<file path="src/rtl/bram_wr_accessor.sv">
// bram_wr_accessor: stream-to-BRAM write engine.
// On start_i it captures a word count and a base address. It then accepts that many
// words over a valid/ready stream and writes them to sequential BRAM addresses.
// done_o pulses for one cycle when the burst ends.
// Optional feature macro: BRAM_WR_CHECKSUM_EN adds checksum_o, the running sum of the
// accepted words modulo 2^DWIDTH.
module bram_wr_accessor #(
  parameter int DWIDTH  = 32,
  parameter int AWIDTH  = 12,
  parameter int CNT_BIT = 31
) (
  input  logic               clk,
  input  logic               reset_n,
  input  logic               start_i,
  input  logic [CNT_BIT-1:0] num_i,
  input  logic [AWIDTH-1:0]  base_addr_i,
  input  logic               s_valid_i,
  output logic               s_ready_o,
  input  logic [DWIDTH-1:0]  s_data_i,
  output logic [AWIDTH-1:0]  addr_o,
  output logic               ce_o,
  output logic               we_o,
  output logic [DWIDTH-1:0]  d_o,
`ifdef BRAM_WR_CHECKSUM_EN
  output logic [DWIDTH-1:0]  checksum_o,
`endif
  output logic               idle_o,
  output logic               run_o,
  output logic               done_o
);

  typedef enum logic [1:0] {
    IDLE = 2'b00,
    RUN  = 2'b01,
    DONE = 2'b10
  } state_e;

  state_e             c_state_q, n_state_d;
  logic [CNT_BIT-1:0] num_q, num_d;
  logic [CNT_BIT-1:0] cnt_q, cnt_d;
  logic [AWIDTH-1:0]  base_q, base_d;
  logic [AWIDTH-1:0]  addr_q, addr_d;
  logic [DWIDTH-1:0]  data_q, data_d;
  logic               wr_q, wr_d;
  logic               beat;
  logic               last_beat;
  logic               start_take;

  // A beat is a handshake in RUN; the last one is the beat at count num_q-1.
  assign beat       = s_valid_i && (c_state_q == RUN);
  assign last_beat  = beat && (cnt_q == (num_q - CNT_BIT'(1)));
  assign start_take = start_i && (c_state_q == IDLE);

  // Next-state, burst bookkeeping and the write-port values for the next cycle.
  // NOTE: every signal assigned here gets a default first, so no path leaves one
  // unassigned and no latch is inferred.
  always_comb begin
    n_state_d = c_state_q;
    num_d     = num_q;
    base_d    = base_q;
    cnt_d     = cnt_q;
    wr_d      = 1'b0;
    addr_d    = addr_q;
    data_d    = data_q;
    case (c_state_q)
      IDLE: begin
        if (start_i) begin
          num_d     = num_i;
          base_d    = base_addr_i;
          cnt_d     = '0;
          n_state_d = (num_i != '0) ? RUN : DONE;
        end
      end
      RUN: begin
        if (beat) begin
          wr_d   = 1'b1;
          // Address wraps naturally at 2^AWIDTH; only the low counter bits matter.
          addr_d = base_q + cnt_q[AWIDTH-1:0];
          data_d = s_data_i;
          cnt_d  = cnt_q + CNT_BIT'(1);
          if (last_beat) begin
            n_state_d = DONE;
          end
        end
      end
      DONE: begin
        n_state_d = IDLE;
      end
      default: begin
        n_state_d = IDLE;
      end
    endcase
  end

  // State and datapath registers; reset abandons any burst in progress.
  // NOTE: sequential state uses non-blocking assignments so every register samples
  // the pre-edge values, independent of statement order.
  always_ff @(posedge clk or negedge reset_n) begin
    if (!reset_n) begin
      c_state_q <= IDLE;
      num_q     <= '0;
      base_q    <= '0;
      cnt_q     <= '0;
      wr_q      <= 1'b0;
      addr_q    <= '0;
      data_q    <= '0;
    end else begin
      c_state_q <= n_state_d;
      num_q     <= num_d;
      base_q    <= base_d;
      cnt_q     <= cnt_d;
      wr_q      <= wr_d;
      addr_q    <= addr_d;
      data_q    <= data_d;
    end
  end

`ifdef BRAM_WR_CHECKSUM_EN
  logic [DWIDTH-1:0] sum_q, sum_d;

  // Checksum restarts with each accepted start and accumulates every accepted word.
  always_comb begin
    sum_d = sum_q;
    if (start_take) begin
      sum_d = '0;
    end else if (beat) begin
      sum_d = sum_q + s_data_i;
    end
  end

  // Checksum accumulator register.
  always_ff @(posedge clk or negedge reset_n) begin
    if (!reset_n) begin
      sum_q <= '0;
    end else begin
      sum_q <= sum_d;
    end
  end

  assign checksum_o = sum_q;
`endif

  assign s_ready_o = (c_state_q == RUN);
  assign idle_o    = (c_state_q == IDLE);
  assign run_o     = (c_state_q == RUN);
  assign done_o    = (c_state_q == DONE);
  assign ce_o      = wr_q;
  assign we_o      = wr_q;
  assign addr_o    = addr_q;
  assign d_o       = data_q;

endmodule

</file>
<file path="config.mk">
export PLATFORM = sky130hd
export DESIGN_NAME = bram_wr_accessor
export DESIGN_NICKNAME = d
export VERILOG_FILES = /design/src/rtl/bram_wr_accessor.sv
export SDC_FILE = /design/constraint.sdc
export NUM_CORES = 1
export LEC_CHECK = 0
export ABC_AREA = 1
export CAP_MARGIN = 10
export CORE_ASPECT_RATIO = 1.4
export CORE_MARGIN = 10
export CORE_UTILIZATION = 35
export CTS_CLUSTER_SIZE = 25
export DETAILED_ROUTE_END_ITERATION = 8
export PLACE_DENSITY = 0.64
export SLEW_MARGIN = 20
export SYNTH_ARGS = -nofsm -noshare
export SYNTH_HDL_FRONTEND = slang
export SYNTH_SLANG_ARGS = --single-unit
</file>
<file path="constraint.sdc">
create_clock -name clk -period 2.37 [get_ports clk]
set_input_delay 0.237 -clock clk [delete_from_list [all_inputs] [get_ports clk]]
set_output_delay 0.237 -clock clk [all_outputs]
set_load 0.1 [all_outputs]
</file>
==> flow_metrics.tcl, run 1 <==
set metrics [dict create \
    overflow 0 \
    hold_violations 0 \
    r2r_start "num_q[0]" \
    antenna_found_initial 0 \
    cap_violations 0 \
    worst_slew_margin_rel_pct 59.9 \
    async_flop_share_pct 100 \
    pin_count 129 \
    cts-root-buf "clkbuf_16" \
    period_needed_ps 2100 \
    htree_levels 4 \
    die_h_um 189 \
    num_vias 6552 \
    ys_seq_area_share_pct 42.6 \
    drtIter0Drc 332 \
    final.setup.tns_ps 0 \
    cp-startpoint "num_q[0]" \
    grt_max_degree 73 \
    fin_crit_sh_pct 88.7 \
    r2r_slack_ps 270 \
    final_nets 1195 \
    r2r_cells 14 \
    yosys_warnings 0 \
    placed_cells 1334 \
    port_buffers 128 \
    postRouteAntennaNets 0 \
    synthCells 970 \
    synth_edf_count 0 \
    final_layout_size_suffix_gt1_share_pct 13.3 \
    routed_wl_um 20200 \
    clock_sinks 121 \
    grt_pass1_wl_um 32900 \
    arrival_ps 2410 \
    final_cell_mix "nand2_1 (343), dfrtp_1 (121), inv_1 (105)" \
    dieArea_sq_um 26500 \
    status "finished clean" \
    crit_path_end "c_state_q[0]" \
    core_area_sq_um 19900 \
    slew_viol_final 0 \
    rows 61 \
    via_per_inst 4.79 \
    setup_violations 0 \
    synth-main-ff-cell "dfrtp_1" \
    grt_use_total_pct 15.3 \
    yosys.cell_types.count 46 \
    dpl.hpwl_um 15400 \
    tritoncts "done" \
    antenna_cells 0 \
    clock.fmax_mhz 476 \
    fin_util_pct 46.5 \
    grt_pass1_vias 6571 \
    total_leakage_power_nw 4.58 \
    ff_latch_area_sq_um 3030 \
    instances_no_fill 1367 \
    multi_input_area_sq_um 3590 \
    cts_buffers 17 \
    tightest_slew_ps 596 \
    layout_commonest_cell "nand2_1" \
    place_area_sq_um 8590 \
    netlist_area_sq_um 7110 \
    drc 0 \
    gp_congestion 0.957 \
    crit_required_ps 2680 \
    clk_pin_slew_ps 60 \
    fp.dieW_um 140 \
    worst-path-max-fanout 3 \
    fill_cells 1945 \
    syn_to_final_growth_pct 30.3 \
    finClkSkew_ps 14.3 \
    avgSynthCellArea_sq_um 7.33 \
    cts_max_path_buffers 2 \
    wl_per_cell_um 14.7 \
    firstDrtPassIters 7 \
    reg2reg_to "c_state_q[0]" \
    start_util_pct 35.7 \
    ir_drop_uv 1170 \
    worst_setup_path_end_kind "flip-flop" \
    clk_latency_ps 430 \
    setup.worst_path.class "flip-flop to flip-flop" \
    syn-num-nets 1063 \
    rsz0062_at_grt "false" \
    hp-class "primary input to asynchronous set/reset pin" \
    worstSetupStartpointType "flip-flop" \
    synth-seq-cells 121 \
    holdWs_ps 167 \
    pwr_density_cell_nw_per_um2 1480 \
    finish.instance_area_sq_um 9270 \
]
## what timing repair did
action | in CTS | in global routing
hold endpoints to repair | 121 | 0
resized for setup | 0 | 5
hold buffers | 1 | 0
setup buffers | 0 | 0
endpoints found under the setup margin | 0 | 3
## cells in the mapped netlist (4+ instances only)
cell type / n / area, sq um
nand3_1: 42 / 210
nand4_1: 23 / 144
o21ai_0: 62 / 310
nor2_2: 14 / 87.6
xnor2_1: 9 / 78.8
a21oi_1: 31 / 155
nand2_1: 343 / 1290
xor2_1: 23 / 201
ha_1: 13 / 163
dfrtp_1: 121 / 3030
clkbuf_1: 18 / 67.6
o21bai_1: 4 / 30.0
nor3_1: 13 / 65.1
nor2_4: 7 / 78.8
inv_2: 4 / 15.0
inv_1: 105 / 394
nand2_4: 5 / 56.3
o21ai_1: 4 / 20.0
nor2_1: 80 / 300
nand3b_1: 5 / 37.5
nand2_2: 6 / 37.5
## metal layers
layer	routed length [um]	part of all wire (%)	GRT usage (%)
met2	9820	49	25.5
met5	0	0	0
met3	1410	7.0	4.98
met4	486	2.4	6.73
met1	8430	42	17.4
## through the flow
stage | worst slack, ps | power, mW
2_1_floorplan | 4.81 | 9.08
3_3_place_gp | 167 | 10.8
3_5_place_dp | 130 | 10.9
4_1_cts | 126 | 13.8
5_1_grt | 50.7 | 14.6
6_report | 269 | 13.7
## registers in the layout, indices dropped and copies added, names as in the netlist
name,count
addr_o,12
base_q,12
c_state_q,2
ce_o,1
cnt_q,31
d_o,32
num_q,31
## power by group
group | switching [mW] | total, mW | internal [mW]
sequential | 0.752 | 3.58 | 2.83
clock | 1.02 | 2.84 | 1.83
combinational | 5.42 | 7.29 | 1.87
total | 7.19 | 13.7 | 6.53
## worst min-delay path by stage
stage | end | slack [ps] | cells past startpoint
after floorplan | addr_o[0] | -60 | 0
after global placement | addr_o[9] | 70 | 1
after detailed placement | addr_o[9] | 70 | 1
after CTS | addr_o[9] | 150 | 2
after global routing | addr_o[9] | 190 | 2
final | addr_o[9] | 170 | 2
## area by class of cell
cell class / count / share of cell area, %
Sequential cell: 121 / 32.7
Multi-Input combinational cell: 713 / 38.7
Clock buffer: 19 / 4.89
Inverter: 110 / 4.45
Timing Repair Buffer: 139 / 13.8
Clock inverter: 13 / 2.08
Tap cell: 252 / 3.40
## cells by family (layout without fill, tap and decap cells)
group,count (synthesis),count (layout),synth area share [%]
simple gates,555,555,35.2
flops,121,121,42.6
xor+xnor,32,32,3.94
mux,1,1,0.141
buf+inv,136,281,7.33
compound gates,111,111,8.30
fa+ha+maj,14,14,2.57
## critical path, stage by stage, from the launching register on
cell and delay (ps):
dfrtp_1 380, inv_1 140, ha_2 300, a21boi_0 180, nand3_1 90, nor2_1 110
nand2_1 50, nor2_1 100, nand3_1 130, nor2_1 130, nand2_1 60, nor2_1 100
nand2_1 100, nand2_1 70, nand2_1 40
Power figures use the tool's default switching activity.
==> run 2: changes to the inputs <==
--- a/config.mk
+++ b/config.mk
@@ -7,7 +7,7 @@
 export LEC_CHECK = 0
 export ABC_AREA = 1
 export CAP_MARGIN = 10
-export CORE_ASPECT_RATIO = 1.4
+export CORE_ASPECT_RATIO = 0.5
 export CORE_MARGIN = 10
 export CORE_UTILIZATION = 35
 export CTS_CLUSTER_SIZE = 25
==> constraint.sdc (replaced) <==
create_clock -name clk -period 2.55 [get_ports clk]
set_input_delay 0.255 -clock clk [delete_from_list [all_inputs] [get_ports clk]]
set_output_delay 0.255 -clock clk [all_outputs]
set_load 0.1 [all_outputs]
==> flow_metrics.tcl, run 2 (synthesis results as in run 1) <==
set metrics [dict create \
    status "finished clean" \
    grt_pass1_wl_um 35700 \
    p_clk_share_pct 19.9 \
    routed_wl_um 21400 \
    grt_pass1_vias 6745 \
    cpPeakStageDelay_ps 390 \
    setup.worst_path.class "flip-flop to flip-flop" \
    fin_crit_sh_pct 85.3 \
    final_cell_mix "nand2_1 (343), dfrtp_1 (121), inv_1 (105)" \
    crit_buf_inv 2 \
    final_layout_size_suffix_gt1_share_pct 12.7 \
    placed_cells 1347 \
    drtIter0Drc 439 \
    seq_power_share_pct 26.5 \
    setup_violations 0 \
    final.setup.tns_ps 0 \
    dpl.hpwl_um 16500 \
    postRouteAntennaNets 0 \
    grt_max_degree 65 \
    clk_latency_ps 430 \
    period_needed_ps 2170 \
    rsz0062_at_grt "false" \
    die_h_um 121 \
    core_area_sq_um 19700 \
    worst-path-max-fanout 3 \
    firstDrtPassIters 5 \
    dieArea_sq_um 26800 \
    p_sw_share_pct 53.0 \
    tritoncts "done" \
    fp.dieW_um 222 \
    antenna_cells 0 \
    clock.fmax_mhz 460 \
    layout_commonest_cell "nand2_1" \
    slew_viol_final 0 \
    wl_per_cell_um 15.5 \
    rows 36 \
    hp-class "primary input to asynchronous set/reset pin" \
    cts-root-buf "clkbuf_16" \
    cts_max_path_buffers 2 \
    hold_violations 0 \
    largest_reg_flops 32 \
    switching_power_mw 6.68 \
    start_util_pct 36.1 \
    path_cells "inv_1 > ha_1 > inv_1 > nor2_1 > nand2_1 > nor2_1 > nand3_1 > nand2_1 > nand2_1 > nand2_1 > nand2_1 > nor3_1 > nand2_1 > nor2_1 > nand2_1 > nand2_1 > nand2_1" \
    instances_no_fill 1380 \
    arrival_ps 2490 \
    crit_top_cell "nand2_1" \
    comb_power_share_pct 53.6 \
    ff_latch_area_sq_um 3030 \
    pwr_density_cell_nw_per_um2 1370 \
    cpMaxStageDelayCell "dfrtp_1" \
    pin_count 129 \
    cap_violations 0 \
    via_per_inst 4.77 \
    ir_drop_uv 933 \
    num_vias 6589 \
    drc 0 \
    worstSetupStartpointType "flip-flop" \
    cts_buffers 17 \
    worst_setup_path_end_kind "flip-flop" \
    port_buffers 128 \
    worst_slew_margin_rel_pct 60.4 \
    path_delay_family "simple AND/OR/NAND/NOR gates" \
    clk_pin_slew_ps 60 \
    multi_input_area_sq_um 3560 \
    antenna_found_initial 0 \
    final_nets 1194 \
    gp_congestion 0.918 \
    fill_cells 1988 \
    grt_use_total_pct 16.3 \
    syn_to_final_growth_pct 29.2 \
    clock_sinks 121 \
    crit_required_ps 2870 \
    tightest_slew_ps 593 \
    overflow 0 \
    htree_levels 4 \
    p_int_mw 5.93 \
    finClkSkew_ps 12.5 \
    total_leakage_power_nw 4.54 \
]
-- run 2: cell types whose count changed in the layout (fill, tap and decap cells not counted), moves of 2 or more --
| cell | delta |
|---|---|
| clkinv_2 | +2 |
| clkbuf_1 | +2 |
| inv_6 | -2 |
| buf_12 | -2 |
| nor2_4 | -2 |
-- run 2: layout make-up --
| type | instances | share of cell area, % |
|---|---|---|
| clock buffers | 21 | 5.01 |
| multi-input cells | 713 | 38.8 |
| clock inverters | 11 | 1.59 |
| inverters | 110 | 4.49 |
| well taps | 266 | 3.62 |
| repair buffers | 138 | 13.5 |
| flip-flops and latches | 121 | 33.0 |
-- run 2: metal layers --
layer,share of wire (%),track usage [%]
met3,5.8,4.67
met5,0,0
met1,48,21.5
met2,45,25.6
met4,1.2,4.86
-- run 2: worst register-to-register path, stage by stage (launching register included) --
cell and delay [ps]:
dfrtp_1 390, inv_1 130, ha_1 260, inv_1 80, nor2_1 90, nand2_1 90, nor2_1 160, nand3_1 140
nand2_1 100, nand2_1 60, nand2_1 50, nand2_1 40, nor3_1 130, nand2_1 60, nor2_1 80, nand2_1 80
nand2_1 70, nand2_1 50
-- run 2: metrics by stage --
step | util, % | hold WS (ps) | setup slack, ps | cell area (sq um) | power, mW
2_1_floorplan | - | -40.6 | 81.2 | 7110 | 8.43
3_3_place_gp | 43.4 | 260 | 401 | 8570 | 10.1
3_5_place_dp | 43.4 | 269 | 360 | 8570 | 10.2
4_1_cts | 46.6 | 337 | 350 | 9190 | 12.7
5_1_grt | 46.6 | 354 | 48.2 | 9190 | 13.5
6_report | 46.6 | 349 | 375 | 9190 | 12.6
-- run 2: worst paths after layout --
check | start | to | slack (ps) | cells past startpoint
worst max-delay path | num_q[0] | c_state_q[0] | 380 | 17
worst min-delay path | reset_n | base_q[7] | 350 | 2
worst max register to register | num_q[0] | c_state_q[0] | 380 | 17
worst min register to register | d_o[16] | d_o[16] | 480 | 2
max in group asynchronous | reset_n | d_o[13] | 1500 | 3
min in group clk | base_addr_i[10] | base_q[10] | 360 | 3
-- run 2: power groups by stage --
stage / registers, mW / logic, mW / clock network [mW]
after floorplan: 5.51 / 2.93 / 0
after global placement: 3.33 / 6.75 / 0
after detailed placement: 3.35 / 6.81 / 0
after CTS: 3.34 / 6.84 / 2.55
after global routing: 3.45 / 7.38 / 2.66
final: 3.34 / 6.76 / 2.50
-- run 2: what timing repair did --
action	in CTS	in global routing
hold endpoints to repair	35	0
buffers inserted	0	0
gates resized for setup	0	0
hold buffers	1	0
